### config.mk
export PLATFORM = sky130hd
export DESIGN_NAME = hist_mem_arbiter
export DESIGN_NICKNAME = d
export VERILOG_FILES = /design/src/rtl/hist_mem_arbiter_pkg.sv /design/src/rtl/hist_mem_arbiter_rr_pick3.sv /design/src/rtl/hist_mem_arbiter.sv
export SDC_FILE = /design/constraint.sdc
export NUM_CORES = 1
export LEC_CHECK = 0
export ABC_AREA = 1
export CAP_MARGIN = 20
export CORE_MARGIN = 1.5
export CORE_UTILIZATION = 31
export CTS_BUF_LIST = sky130_fd_sc_hd__clkbuf_4 sky130_fd_sc_hd__clkbuf_8
export DETAILED_ROUTE_END_ITERATION = 10
export GPL_TIMING_DRIVEN = 0
export PLACE_DENSITY = 0.88
export SYNTH_ARGS = -nofsm -noshare
export SYNTH_HDL_FRONTEND = slang
export SYNTH_SLANG_ARGS = --single-unit
### constraint.sdc
create_clock -name clock -period 2.15 [get_ports clock]
set_clock_uncertainty 0.05 [all_clocks]
set_input_delay 0.3225 -clock clock [delete_from_list [all_inputs] [get_ports clock]]
set_output_delay 0.3225 -clock clock [all_outputs]
set_load 0.02 [all_outputs]
### src/rtl/hist_mem_arbiter_pkg.sv
// Shared definitions for the histogram/CDF SRAM arbiter: requester ids and default geometry.
package hist_mem_arbiter_pkg;

   localparam int NUM_REQ           = 3;
   localparam int DEF_ADDR_W        = 8;
   localparam int DEF_DATA_W        = 20;
   localparam int DEF_MAX_BURST     = 16;

   typedef enum logic [1:0] {
      REQ_IN   = 2'd0,
      REQ_CDF  = 2'd1,
      REQ_OUT  = 2'd2,
      REQ_NONE = 2'd3
   } req_id_t;

   function automatic logic [NUM_REQ-1:0] req_onehot(input req_id_t id);
      logic [NUM_REQ-1:0] v;
      v = '0;
      case (id)
         REQ_IN:  v = 3'b001;
         REQ_CDF: v = 3'b010;
         REQ_OUT: v = 3'b100;
         default: v = '0;
      endcase
      return v;
   endfunction

endpackage

### src/rtl/hist_mem_arbiter_rr_pick3.sv
// Combinational round-robin selector: first requester after 'last' in IN -> CDF -> OUT order.
module rr_pick3
   import hist_mem_arbiter_pkg::*;
(
   input  logic [NUM_REQ-1:0] req,
   input  req_id_t            last,
   output req_id_t            next,
   output logic               valid
);

   req_id_t order [NUM_REQ];

   always_comb begin
      case (last)
         REQ_IN:  order = '{REQ_CDF, REQ_OUT, REQ_IN};
         REQ_CDF: order = '{REQ_OUT, REQ_IN, REQ_CDF};
         default: order = '{REQ_IN, REQ_CDF, REQ_OUT};
      endcase
      next  = REQ_NONE;
      valid = 1'b0;
      // walk backwards so the highest-priority hit is written last
      for (int i = NUM_REQ - 1; i >= 0; i--) begin
         if (req[order[i]]) begin
            next  = order[i];
            valid = 1'b1;
         end
      end
   end

endmodule

### src/rtl/hist_mem_arbiter.sv
// Round-robin, burst-capped owner of the shared two-bank histogram/CDF SRAM.
//   state        | meaning
//   owner = NONE | idle, no grant, SRAM disabled
//   owner = X    | stage X holds the grant; accesses issue while X_req is high
module hist_mem_arbiter
   import hist_mem_arbiter_pkg::*;
#(
   parameter int ADDR_W    = DEF_ADDR_W,
   parameter int DATA_W    = DEF_DATA_W,
   parameter int MAX_BURST = DEF_MAX_BURST
) (
   input  logic              clock,
   input  logic              reset,
   input  logic              in_req,
   input  logic              cdf_req,
   input  logic              out_req,
   input  logic              in_we,
   input  logic              cdf_we,
   input  logic              out_we,
   input  logic [ADDR_W-1:0] in_addr,
   input  logic [ADDR_W-1:0] cdf_addr,
   input  logic [ADDR_W-1:0] out_addr,
   input  logic [DATA_W-1:0] in_wdata,
   input  logic [DATA_W-1:0] cdf_wdata,
   input  logic [DATA_W-1:0] out_wdata,
   input  logic              in_bank,
   input  logic              cdf_bank,
   input  logic              out_bank,
   output logic              in_gnt,
   output logic              cdf_gnt,
   output logic              out_gnt,
   output logic              in_rvalid,
   output logic              cdf_rvalid,
   output logic              out_rvalid,
   output logic [DATA_W-1:0] rdata,
   output logic              mem_en,
   output logic              mem_we,
   output logic [ADDR_W:0]   mem_addr,
   output logic [DATA_W-1:0] mem_wdata,
   input  logic [DATA_W-1:0] mem_rdata
);

   localparam int               CNT_W = $clog2(MAX_BURST) + 1;
   localparam logic [CNT_W-1:0] CAP   = CNT_W'(MAX_BURST - 1);

   req_id_t            owner;
   req_id_t            last_owner;
   req_id_t            pick_base;
   req_id_t            pick;
   logic               pick_valid;
   logic [CNT_W-1:0]   burst_cnt;
   logic [NUM_REQ-1:0] gnt;
   logic [NUM_REQ-1:0] rvalid_q;
   logic [NUM_REQ-1:0] reqv;
   logic               access;
   logic               others_wait;
   logic               retain;

   assign reqv        = {out_req, cdf_req, in_req};
   assign access      = |(gnt & reqv);
   assign others_wait = |(reqv & ~gnt);
   assign retain      = access && ((burst_cnt < CAP) || !others_wait);

   // a releasing owner rotates from itself; idle rotates from the previous owner
   assign pick_base = (owner == REQ_NONE) ? last_owner : owner;

   rr_pick3 u_pick (
      .req   (reqv),
      .last  (pick_base),
      .next  (pick),
      .valid (pick_valid)
   );

   always_comb begin
      mem_en    = access;
      mem_we    = 1'b0;
      mem_addr  = '0;
      mem_wdata = '0;
      case (owner)
         REQ_IN: begin
            mem_we    = access & in_we;
            mem_addr  = {in_bank, in_addr};
            mem_wdata = in_wdata;
         end
         REQ_CDF: begin
            mem_we    = access & cdf_we;
            mem_addr  = {cdf_bank, cdf_addr};
            mem_wdata = cdf_wdata;
         end
         REQ_OUT: begin
            mem_we    = access & out_we;
            mem_addr  = {out_bank, out_addr};
            mem_wdata = out_wdata;
         end
         default: begin
            mem_we = 1'b0;
         end
      endcase
   end

   always_ff @(posedge clock) begin
      if (reset) begin
         owner      <= REQ_NONE;
         last_owner <= REQ_OUT;
         gnt        <= '0;
         burst_cnt  <= '0;
         rvalid_q   <= '0;
      end else begin
         rvalid_q <= (access && !mem_we) ? gnt : '0;
         if (retain) begin
            burst_cnt <= (burst_cnt == CAP) ? '0 : burst_cnt + CNT_W'(1);
         end else begin
            burst_cnt <= '0;
            if (owner != REQ_NONE) begin
               last_owner <= owner;
            end
            owner <= pick_valid ? pick : REQ_NONE;
            gnt   <= pick_valid ? req_onehot(pick) : '0;
         end
      end
   end

   assign in_gnt     = gnt[REQ_IN];
   assign cdf_gnt    = gnt[REQ_CDF];
   assign out_gnt    = gnt[REQ_OUT];
   assign in_rvalid  = rvalid_q[REQ_IN];
   assign cdf_rvalid = rvalid_q[REQ_CDF];
   assign out_rvalid = rvalid_q[REQ_OUT];
   assign rdata      = mem_rdata;

endmodule

# Word-level counts from Yosys, hierarchy flattened
# Index checks and enable logic that the tools add are counted.
totals:
  ff_bits: 15
  in_bits: 115
  elab_cells: 59
  out_inout_bits: 57
classes:
  muxes: 20
  reduce_logical: 13
  n_eq_ne: 8
  bitwise: 8
  order_cmp: 4
  add_sub_neg: 1
op_table:
  columns: ["operator", "count"]
  rows:
  - ["one-hot mux 20 bit (3 select lines)", 1]
  - ["one-hot mux 9 bit (3 select lines)", 1]
  - ["one-hot mux 6 bit (2 select lines)", 1]
  - ["2-to-1 mux 2 bit", 5]
  - ["< comparator 2 x 3 -> 1 bit, second input constant", 3]
  - ["one-hot mux 3 bit (3 select lines)", 1]
  - ["OR reduction 3 bit", 3]
  - ["AND 3 bit", 2]
  - ["binary-select mux 1 bit (select 2 bit)", 3]
  - ["equality test 2 x 1 -> 1 bit, second input constant", 3]
  - ["equality test 2 bit, second input constant", 3]
  - ["logical NOT 2 bit", 3]
  - ["2-to-1 mux 1 bit", 6]
  - ["adder 5 x 1 -> 5 bit, second input constant", 1]
  - ["equality test 5 x 4 -> 1 bit, second input constant", 1]
  - ["< comparator 5 x 4 -> 1 bit, second input constant", 1]
  - ["AND 1 bit", 3]
  - ["2-to-1 mux 3 bit", 1]
  - ["inverter 3 bit", 1]
  - ["one-hot mux 1 bit (3 select lines)", 1]
  - ["logical AND 1 bit", 2]
  - ["logical NOT 1 bit", 2]
  - ["inequality test 2 bit, second input constant", 1]
  - ["inverter 1 bit", 2]
  - ["3 further kinds", 3]

# Longest topological paths before layout
# Gate-level depths: netlist of run 1.
logic_depth:
  word_depth: 12
  ltp_mapped: 13
  ltp_nobuf: 13

# Modules after synthesis
# A second synthesis of run 1 with hierarchy kept.
hier_totals:
  hier_cells: 341
  hier_area_um2: 1801.7
modules_own_cells:
  columns: ["mod", "instances", "cells_per_inst", "seq_area_each_um2", "area_each_um2"]
  rows:
  - ["hist_mem_arbiter", 1, 312, 300.3, 1677.9]
  - ["rr_pick3", 1, 29, 0.0, 123.9]

# Worst setup path after synthesis of run 1
# OpenSTA, ideal clock, no wires.
synth_path:
  kind: "flip-flop to output port"
  start: "register owner[1]"
  end: "output port mem_addr[2]"
  arrival_time_ns: 1.553
  slack_ns: 0.224
  path_stages_with_launch: 9
  t_required_ns: 1.778
  n_path_buf: 2
  cell_sequence: "dfxtp_1 > inv_1 > ha_1 > clkbuf_1 > clkbuf_1 > nand2_1 > nand3_1 > nand2_1 > inv_1"
synth_via:
  elab_chain_cells: 2
  elab_cells_between_ends: 4
  classes_between: "eq/ne (2); mux (1); reduce/logical (1)"
synth_rtl:
  columns: ["item", "line", "source"]
  rows:
  - ["start: declaration", "hist_mem_arbiter.sv:46", "req_id_t owner;"]
  - ["start signal: assignment", "hist_mem_arbiter.sv:117", "owner <= pick_valid ? pick : REQ_NONE;"]
  - ["equality test 2 bit (tied with other cells)", "hist_mem_arbiter.sv:79", "case (owner)"]
  - ["one-hot mux 9 bit (3 select lines) (*)", "hist_mem_arbiter.sv:79", null]
  - ["end: declaration", "hist_mem_arbiter.sv:38", "output logic [ADDR_W:0] mem_addr,"]
# Mark *: on every way between the ends. The rest lies on a longest branch, timed or not.

# Worst setup path in the final report of run 1
layout_path:
  start: "register owner[0]"
  end: "output port mem_wdata[17]"
layout_via:
  elab_chain_cells: 2
  elab_cells_between_ends: 4
  classes_between: "eq/ne (2); mux (1); reduce/logical (1)"
layout_rtl:
  columns: ["item", "line", "source"]
  rows:
  - ["equality test 2 bit (tied with other cells)", "hist_mem_arbiter.sv:79", null]
  - ["one-hot mux 20 bit (3 select lines) (*)", "hist_mem_arbiter.sv:79", null]
  - ["end: declaration", "hist_mem_arbiter.sv:39", "output logic [DATA_W-1:0] mem_wdata,"]
# Marks and branches as above.

==> results.json, run 1 <==
{
  "dpl-instance-area_um2": 3380,
  "ctsHtreeMaxLevel": 1,
  "synth_top_cell_by_area": "nand2_1",
  "max-clock-path-buffers": 2,
  "fin_crit_ps": 2070,
  "drc_errors": 0,
  "status": "complete, no violations",
  "drive_gt1_frac": 0.163,
  "ff_latch_area_um2": 305,
  "post-dp-hpwl_um": 5730,
  "wl_per_cell_um": 12.8,
  "ys_seq_elements": 15,
  "crit_chain": "inv_2 > ha_2 > clkbuf_4 > nand2_1 > nand3_1 > nand2_1 > inv_1 > dlygate4sd2_1",
  "synthCells": 334,
  "fillers": 487,
  "core_area_um2": 5540,
  "ant_nets": 0,
  "netlist.area_leader.share": 0.310,
  "p_leak_nw": 1.83,
  "fmax_mhz": 483,
  "setup_viol": 0,
  "crit_type": "register to primary output",
  "mostFrequentLayoutCells": "nand2_1, clkdlybuf4s50_1, inv_1",
  "cts_tree": "done",
  "fin_util": 0.630,
  "path_clk_slew_ps": 60,
  "via_count": 2555,
  "drtIter0Drc": 102,
  "cts.sinks": 15,
  "start_kind": "register",
  "area.growth.synth_to_final_pct": 96.0,
  "yosysWarnings": 0,
  "drv_cap": 0,
  "crit_top_cell": "nand2_1",
  "synthesis.area_um2": 1780,
  "grt_pass1_vias": 2292,
  "antenna_found_initial": 0,
  "drt-total-wl_um": 7170,
  "synth_area_leaders": "nand2_1, dfxtp_1, nand3_1",
  "crit_family": "buffers and inverters",
  "port_buffers": 151,
  "antennaDiodeCount": 0,
  "grt_max_degree": 11,
  "path_max_fanout": 10,
  "die_h_um": 78.8,
  "dieWidth_um": 78.8,
  "start_util": 0.321,
  "avgViaCountPerCell": 4.55,
  "finalCritPeriodShare": 0.963,
  "gp_congestion": 0.846,
  "critPathCaptureType": "primary output",
  "avgSynthCellArea_um2": 5.33,
  "yosysUniqueCellTypes": 21,
  "cts_hold_buf": 0,
  "grt_pass1_wl_um": 10600,
  "reg2reg_slack_ps": 320,
  "max_stage_delay_ps": 370,
  "cts_root_buf": "clkbuf_8",
  "powerDensity_nw_per_um2": 915,
  "ir_drop_mv": 0.626,
  "rows": 27,
  "yosysSeqAreaShare": 0.169,
  "power_mw": 3.19,
  "io_pins": 172,
  "grt_use_total": 0.211,
  "cp_num_buf_inv": 4,
  "clk_latency_ps": 250,
  "critPathRequiredTime_ps": 1780,
  "drt_pre_antenna_iters": 4,
  "design_area_um2": 3490,
  "slowest_stage": "dfxtp_4",
  "die_area_um2": 6210,
  "rsz0062_at_grt": "true",
  "whs_ps": 404,
  "worstHoldPathType": "register to register",
  "hold_violations": 0,
  "worst_slew_pin_slew_ps": 282,
  "final_common_cell": "nand2_1",
  "critPathArrivalTime_ps": 1700,
  "multi_input_comb_area_um2": 1120,
  "drv_slew": 0,
  "slew_headroom": 0.811,
  "nets": 613,
  "syn_nets": 456,
  "setup_tns_ps": 0,
  "cts-buffers-inserted": 3,
  "grt_remaining_overflow": 0
}
## per-stage QoR
stage | setup slack, ps | std cells
3_5_place_dp | -751 | 557
4_1_cts | 0.575 | 561
6_report | 78.6 | 562
5_1_grt | -14.2 | 562
2_1_floorplan | 224 | 334
3_3_place_gp | -707 | 557
## cell type report
type / count / area share
multi-input combinational: 238 / 0.320
clock buffer: 3 / 0.0118
clock inverter: 1 / 0.00143
tap: 72 / 0.0258
timing repair buffer: 152 / 0.421
buffer: 32 / 0.0785
inverter: 49 / 0.0538
sequential: 15 / 0.0875
## per-layer routing
metal / GRT usage / vias to the layer above / share of wire
li1: - / 1313 / -
met1: 0.225 / 1122 / 0.36
met2: 0.416 / 104 / 0.52
met3: 0.0437 / 16 / 0.093
met4: 0.0571 / 0 / 0.021
met5: 0 / - / 0
## sequential cells by signal (all words and copies together), names as in the netlist
signal and flops:
burst_cnt 5, gnt 3, last_owner 2, owner 2
rvalid_q 3
## timing repair
action,in CTS,in global routing
endpoints found under the setup margin,31,30
gates resized for setup,105,30
setup buffers,0,1
## final timing paths
| path | depth (start not counted) | end | start |
|---|---|---|---|
| max | 8 | mem_wdata[17] | owner[0] |
| min | 1 | burst_cnt[0] | burst_cnt[0] |
| max reg2reg | 12 | gnt[2] | owner[0] |
| min reg2reg | 1 | burst_cnt[0] | burst_cnt[0] |
## where the power goes
| group | total, mW | switching [mW] | internal, mW |
|---|---|---|---|
| Clock | 0.229 | 0.101 | 0.128 |
| Combinational | 2.54 | 1.49 | 1.06 |
| Sequential | 0.421 | 0.0704 | 0.351 |
| Total | 3.19 | 1.66 | 1.54 |
## kinds of logic (layout without fill, tap and decap cells)
kind of cell | after synthesis | after routing | synth area share
buffers and inverters | 81 | 237 | 0.214
flip-flops | 15 | 15 | 0.169
AND/OR/NAND/NOR | 217 | 217 | 0.518
adder cells (fa/ha/maj) | 7 | 7 | 0.0492
AO/OA/AOI/OAI | 14 | 14 | 0.0506
## cell usage after synthesis
library cell  count
nor3b_1           2
clkbuf_1         12
o211ai_1          5
nand4_1           2
nand3_1          41
a21oi_2           1
inv_2             3
nor2_1           16
nand2_4           2
a21oi_1           2
clkinv_2          1
ha_1              7
o21ai_1           3
nand2_2           4
inv_1            45
o21ai_0           2
dfxtp_1          15
buf_4            20
a311oi_1          1
nand2_1         147
nand3_2           3
Power figures use the tool's default switching activity.
==> inputs of run 2 (changes only) <==
--- a/config.mk
+++ b/config.mk
@@ -6,12 +6,12 @@
 export NUM_CORES = 1
 export LEC_CHECK = 0
 export ABC_AREA = 1
+export ABC_CLOCK_PERIOD_IN_PS = 2150
 export CAP_MARGIN = 20
 export CORE_MARGIN = 1.5
 export CORE_UTILIZATION = 31
 export CTS_BUF_LIST = sky130_fd_sc_hd__clkbuf_4 sky130_fd_sc_hd__clkbuf_8
 export DETAILED_ROUTE_END_ITERATION = 10
-export GPL_TIMING_DRIVEN = 0
 export PLACE_DENSITY = 0.88
 export SYNTH_ARGS = -nofsm -noshare
 export SYNTH_HDL_FRONTEND = slang
==> run 2 against run 1 <==
Sequential share of layout area is 1.0 points higher; worst setup slack worse by 1.6 ps; clock-buffer cell count stayed put; critical endpoint is now mem_en; largest power group unchanged.
==> results.json, run 2 (synthesized netlist as in run 1, its figures left out) <==
{
  "slew_headroom": 0.790,
  "critPathCaptureType": "primary output",
  "grt_max_degree": 30,
  "reg2reg_slack_ps": 210,
  "design_area_um2": 3090,
  "setup_viol": 0,
  "cts.sinks": 15,
  "nets": 582,
  "port_buffers": 131,
  "worstHoldPathType": "register to register",
  "area.growth.synth_to_final_pct": 73.8,
  "pwr-share-clk": 0.074,
  "start_util": 0.321,
  "avgViaCountPerCell": 4.59,
  "critPathArrivalTime_ps": 1700,
  "status": "complete, no violations",
  "grt_pass1_wl_um": 10300,
  "drt-total-wl_um": 6310,
  "cts_hold_buf": 0,
  "postCtsSetupBuffers": 0,
  "antenna_found_initial": 0,
  "max-clock-path-buffers": 2,
  "setup_slack_ps": 77.1,
  "final_common_cell": "nand2_1",
  "start_kind": "input pin",
  "final_cells": 531,
  "cts_tree": "done",
  "fmax_mhz": 482,
  "r2r_cells": 14,
  "hold_violations": 0,
  "drv_cap": 0,
  "cts_root_buf": "clkbuf_8",
  "switching_share": 0.519,
  "seq_power_share": 0.127,
  "drtIter0Drc": 50,
  "rows": 27,
  "grt_use_total": 0.201,
  "largest_reg_flops": 5,
  "path_max_fanout": 2,
  "ctsHtreeMaxLevel": 1,
  "combPwrFrac": 0.799,
  "fin_crit_ps": 2070,
  "grt_remaining_overflow": 0,
  "dpl-instance-area_um2": 3190,
  "critPathRequiredTime_ps": 1780,
  "finalCritPeriodShare": 0.964,
  "drv_slew": 0,
  "drt_pre_antenna_iters": 5,
  "ant_nets": 0,
  "whs_ps": 404,
  "drive_gt1_frac": 0.155,
  "crit_type": "input pin to primary output",
  "post-dp-hpwl_um": 5180,
  "fillers": 529,
  "hold_depth": 1,
  "powerDensity_nw_per_um2": 1000,
  "io_pins": 172,
  "setup_tns_ps": 0,
  "internal_power_mw": 1.49,
  "worst_slew_pin_slew_ps": 312,
  "core_area_um2": 5540,
  "dieWidth_um": 78.8,
  "drc_errors": 0,
  "post-place-ws_ps": -211,
  "via_count": 2436,
  "mostFrequentLayoutCells": "nand2_1, clkdlybuf4s50_1, inv_1",
  "die_area_um2": 6210,
  "die_h_um": 78.8,
  "grt_pass1_vias": 2357,
  "power_mw": 3.10,
  "p_sw_mw": 1.61,
  "regMostFlops": "burst_cnt",
  "path_clk_slew_ps": 60,
  "top_regs": "burst_cnt (5), gnt (3), rvalid_q (3)",
  "gp_congestion": 0.867,
  "cts-buffers-inserted": 3,
  "wl_per_cell_um": 11.9,
  "clk_latency_ps": 250,
  "placed_cells": 527,
  "p_leak_nw": 1.65,
  "rsz0062_at_grt": "true",
  "antennaDiodeCount": 0,
  "fin_util": 0.558,
  "ir_drop_mv": 0.685
}
==> run 2: layout make-up <==
class	instances	area, um^2	share of cell area
Timing Repair Buffer	153	1370	0.443
Multi-Input combinational cell	238	1100	0.355
Sequential cell	15	302	0.0975
Inverter	49	185	0.0598
Tap cell	72	90.1	0.0291
Clock buffer	3	41.3	0.0133
Clock inverter	1	5.00	0.00162
==> run 2: critical path, cell delays in order <==
cell,delay (ps)
clkdlybuf4s50_1,470
nand2_1,60
nand3_1,120
buf_4,130
clkdlybuf4s50_1,600
==> run 2: final timing paths <==
| check | startpoint | to |
|---|---|---|
| max | out_req | mem_en |
| min | burst_cnt[0] | burst_cnt[0] |
| max reg2reg | owner[0] | gnt[2] |
| min reg2reg | burst_cnt[0] | burst_cnt[0] |
==> run 2: timing repair <==
action / in CTS / in global routing
gates resized for setup: 38 / 56
pin swaps: 0 / 0
endpoints found under the setup margin: 30 / 30
==> run 2: metal layers <==
layer	vias to the layer above	GRT usage	wire (um)
li1	1250	-	-
met1	1074	0.201	2350
met2	99	0.409	3260
met3	13	0.0448	547
met4	0	0.0500	144
met5	-	0	0
==> run 2: power groups by stage <==
stage / Combinational (mW) / Sequential (mW) / Clock [mW]
2_1_floorplan: 1.51 / 0.422 / 0
3_3_place_gp: 2.63 / 0.393 / 0
3_5_place_dp: 2.68 / 0.396 / 0
4_1_cts: 2.55 / 0.393 / 0.235
5_1_grt: 2.76 / 0.399 / 0.248
6_report: 2.47 / 0.393 / 0.229
==> inputs of run 3 (changes only) <==
--- a/config.mk
+++ b/config.mk
@@ -8,7 +8,7 @@
 export ABC_AREA = 1
 export ABC_CLOCK_PERIOD_IN_PS = 2150
 export CAP_MARGIN = 20
-export CORE_MARGIN = 1.5
+export CORE_MARGIN = 3
 export CORE_UTILIZATION = 31
 export CTS_BUF_LIST = sky130_fd_sc_hd__clkbuf_4 sky130_fd_sc_hd__clkbuf_8
 export DETAILED_ROUTE_END_ITERATION = 10
==> run 3 against run 2 <==
Core utilization grew 2.7 points; largest cell class unchanged; total power up 1.4%; critical path depth rose by 3; first-iteration DRC count increased by 130%; sequential power hardly changed; worst hold slack better by 6.6 ps; highest routed layer unchanged; global-route usage fell by 0.69 points; worst setup slack better by 4.9 ps; final area rose by 0.89%; sequential cell count stayed put; maximum frequency is 0.24% higher.
==> results.json, run 3 (synthesized netlist as in run 1, its figures left out) <==
{
  "path_clk_slew_ps": 60,
  "post-dp-hpwl_um": 5610,
  "finalCritPeriodShare": 0.962,
  "critPathCaptureType": "primary output",
  "rsz0062_at_grt": "false",
  "rows": 26,
  "nets": 579,
  "wl_per_cell_um": 13.1,
  "critPathArrivalTime_ps": 1700,
  "antenna_found_initial": 0,
  "switching_share": 0.521,
  "grt_pass1_wl_um": 10300,
  "largest_reg_flops": 5,
  "grt_remaining_overflow": 0,
  "critPathRequiredTime_ps": 1780,
  "max-clock-path-buffers": 2,
  "ir_drop_mv": 0.757,
  "drt-total-wl_um": 6900,
  "wl_met2_um": 3580,
  "highest_layer": "met4",
  "dpl-instance-area_um2": 3180,
  "powerDensity_nw_per_um2": 1010,
  "ctsHtreeMaxLevel": 1,
  "drt_pre_antenna_iters": 4,
  "dr_wl_met3_um": 699,
  "final_common_cell": "nand2_1",
  "fin_crit_ps": 2070,
  "slew_headroom": 0.815,
  "setup_tns_ps": 0,
  "core_area_um2": 5340,
  "mostFrequentLayoutCells": "nand2_1, clkdlybuf4s50_1, inv_1",
  "die_h_um": 81.8,
  "hold_violations": 0,
  "grt_pass1_vias": 2277,
  "cts_hold_buf": 0,
  "drive_gt1_frac": 0.132,
  "cts-buffers-inserted": 3,
  "p_sw_mw": 1.63,
  "ant_nets": 0,
  "cts.sinks": 15,
  "start_kind": "register",
  "design_area_um2": 3120,
  "drtIter0Drc": 113,
  "met1_length_um": 2450,
  "regMostFlops": "burst_cnt",
  "setup_viol": 0,
  "io_pins": 172,
  "internal_power_mw": 1.51,
  "p_leak_nw": 1.64,
  "top_regs": "burst_cnt (5), gnt (3), rvalid_q (3)",
  "postCtsSetupBuffers": 0,
  "pwr-share-clk": 0.074,
  "drc_errors": 0,
  "grt_use_total": 0.194,
  "start_util": 0.334,
  "drv_cap": 0,
  "crit_type": "register to primary output",
  "path_max_fanout": 29,
  "die_area_um2": 6690,
  "area.growth.synth_to_final_pct": 75.3,
  "avgViaCountPerCell": 4.71,
  "gp_congestion": 0.878,
  "status": "complete, no violations",
  "fmax_mhz": 484,
  "cts_tree": "done",
  "combPwrFrac": 0.801,
  "cts_root_buf": "clkbuf_8",
  "drv_slew": 0,
  "worstHoldPathType": "register to register",
  "port_buffers": 131,
  "via_count": 2479,
  "grt_max_degree": 30,
  "antennaDiodeCount": 0,
  "seq_power_share": 0.125,
  "clk_latency_ps": 250,
  "worst_slew_pin_slew_ps": 277,
  "dieWidth_um": 81.8
}
-- run 3: cell count changes in the layout (fill, tap and decap cells not counted) --
cell / before / now
buf_6: 2 / 0
dfxtp_2: 1 / 0
buf_12: 3 / 4
dfxtp_1: 14 / 15
a311oi_1: 1 / 0
buf_4: 17 / 16
clkdlybuf4s15_1: 0 / 8
a311oi_2: 0 / 1
clkbuf_2: 30 / 21
-- run 3: stage by stage --
step | instances | util | hold slack [ps] | total power, mW | setup WS (ps)
after floorplan | 334 | - | 342 | 1.94 | 224
after global placement | 522 | 0.595 | 380 | 3.02 | -217
after detailed placement | 522 | 0.595 | 405 | 3.08 | -255
after CTS | 526 | 0.598 | 416 | 3.18 | 13.1
after global routing | 526 | 0.585 | 446 | 3.42 | 1.31
final | 526 | 0.585 | 410 | 3.14 | 81.9
-- run 3: what timing repair did --
item | 4_1_cts | 5_1_grt
pin swaps | 0 | 0
gates resized for setup | 35 | 51
endpoints found under the setup margin | 30 | 30
-- run 3: layout make-up --
| class | count | area [um^2] |
|---|---|---|
| fillers | 509 | 2210 |
| repair buffers | 150 | 1400 |
| multi-input cells | 238 | 1110 |
| flip-flops and latches | 15 | 300 |
| inverters | 49 | 185 |
| well taps | 70 | 87.6 |
| clock buffers | 3 | 41.3 |
| clock inverters | 1 | 5.00 |
-- run 3: routing by layer --
metal | vias to the layer above | GRT usage
li1 | 1247 | -
met1 | 1095 | 0.196
met2 | 118 | 0.389
met3 | 19 | 0.0439
met4 | 0 | 0.0548
met5 | - | 0
-- run 3: power by group through the flow --
stage	Combinational (mW)	Clock (mW)	Sequential, mW
4_1_cts	2.55	0.240	0.394
6_report	2.52	0.231	0.393
3_5_place_dp	2.69	0	0.399
2_1_floorplan	1.51	0	0.422
3_3_place_gp	2.63	0	0.393
5_1_grt	2.77	0.250	0.400
-- run 3: path summary, 6_finish.rpt --
kind	startpoint	endpoint	slack [ps]	cells past startpoint
max	owner[0]	mem_wdata[12]	80	8
min	burst_cnt[0]	burst_cnt[0]	410	1
max reg2reg	owner[1]	gnt[2]	330	12
min reg2reg	burst_cnt[0]	burst_cnt[0]	410	1
-- run 3: critical path, stage by stage, from the launching register on --
cell	delay [ps]
dfxtp_1	370
buf_4	120
ha_1	200
buf_12	190
nand2_1	70
nand3_1	80
nand2_1	50
inv_1	50
clkdlybuf4s15_1	300
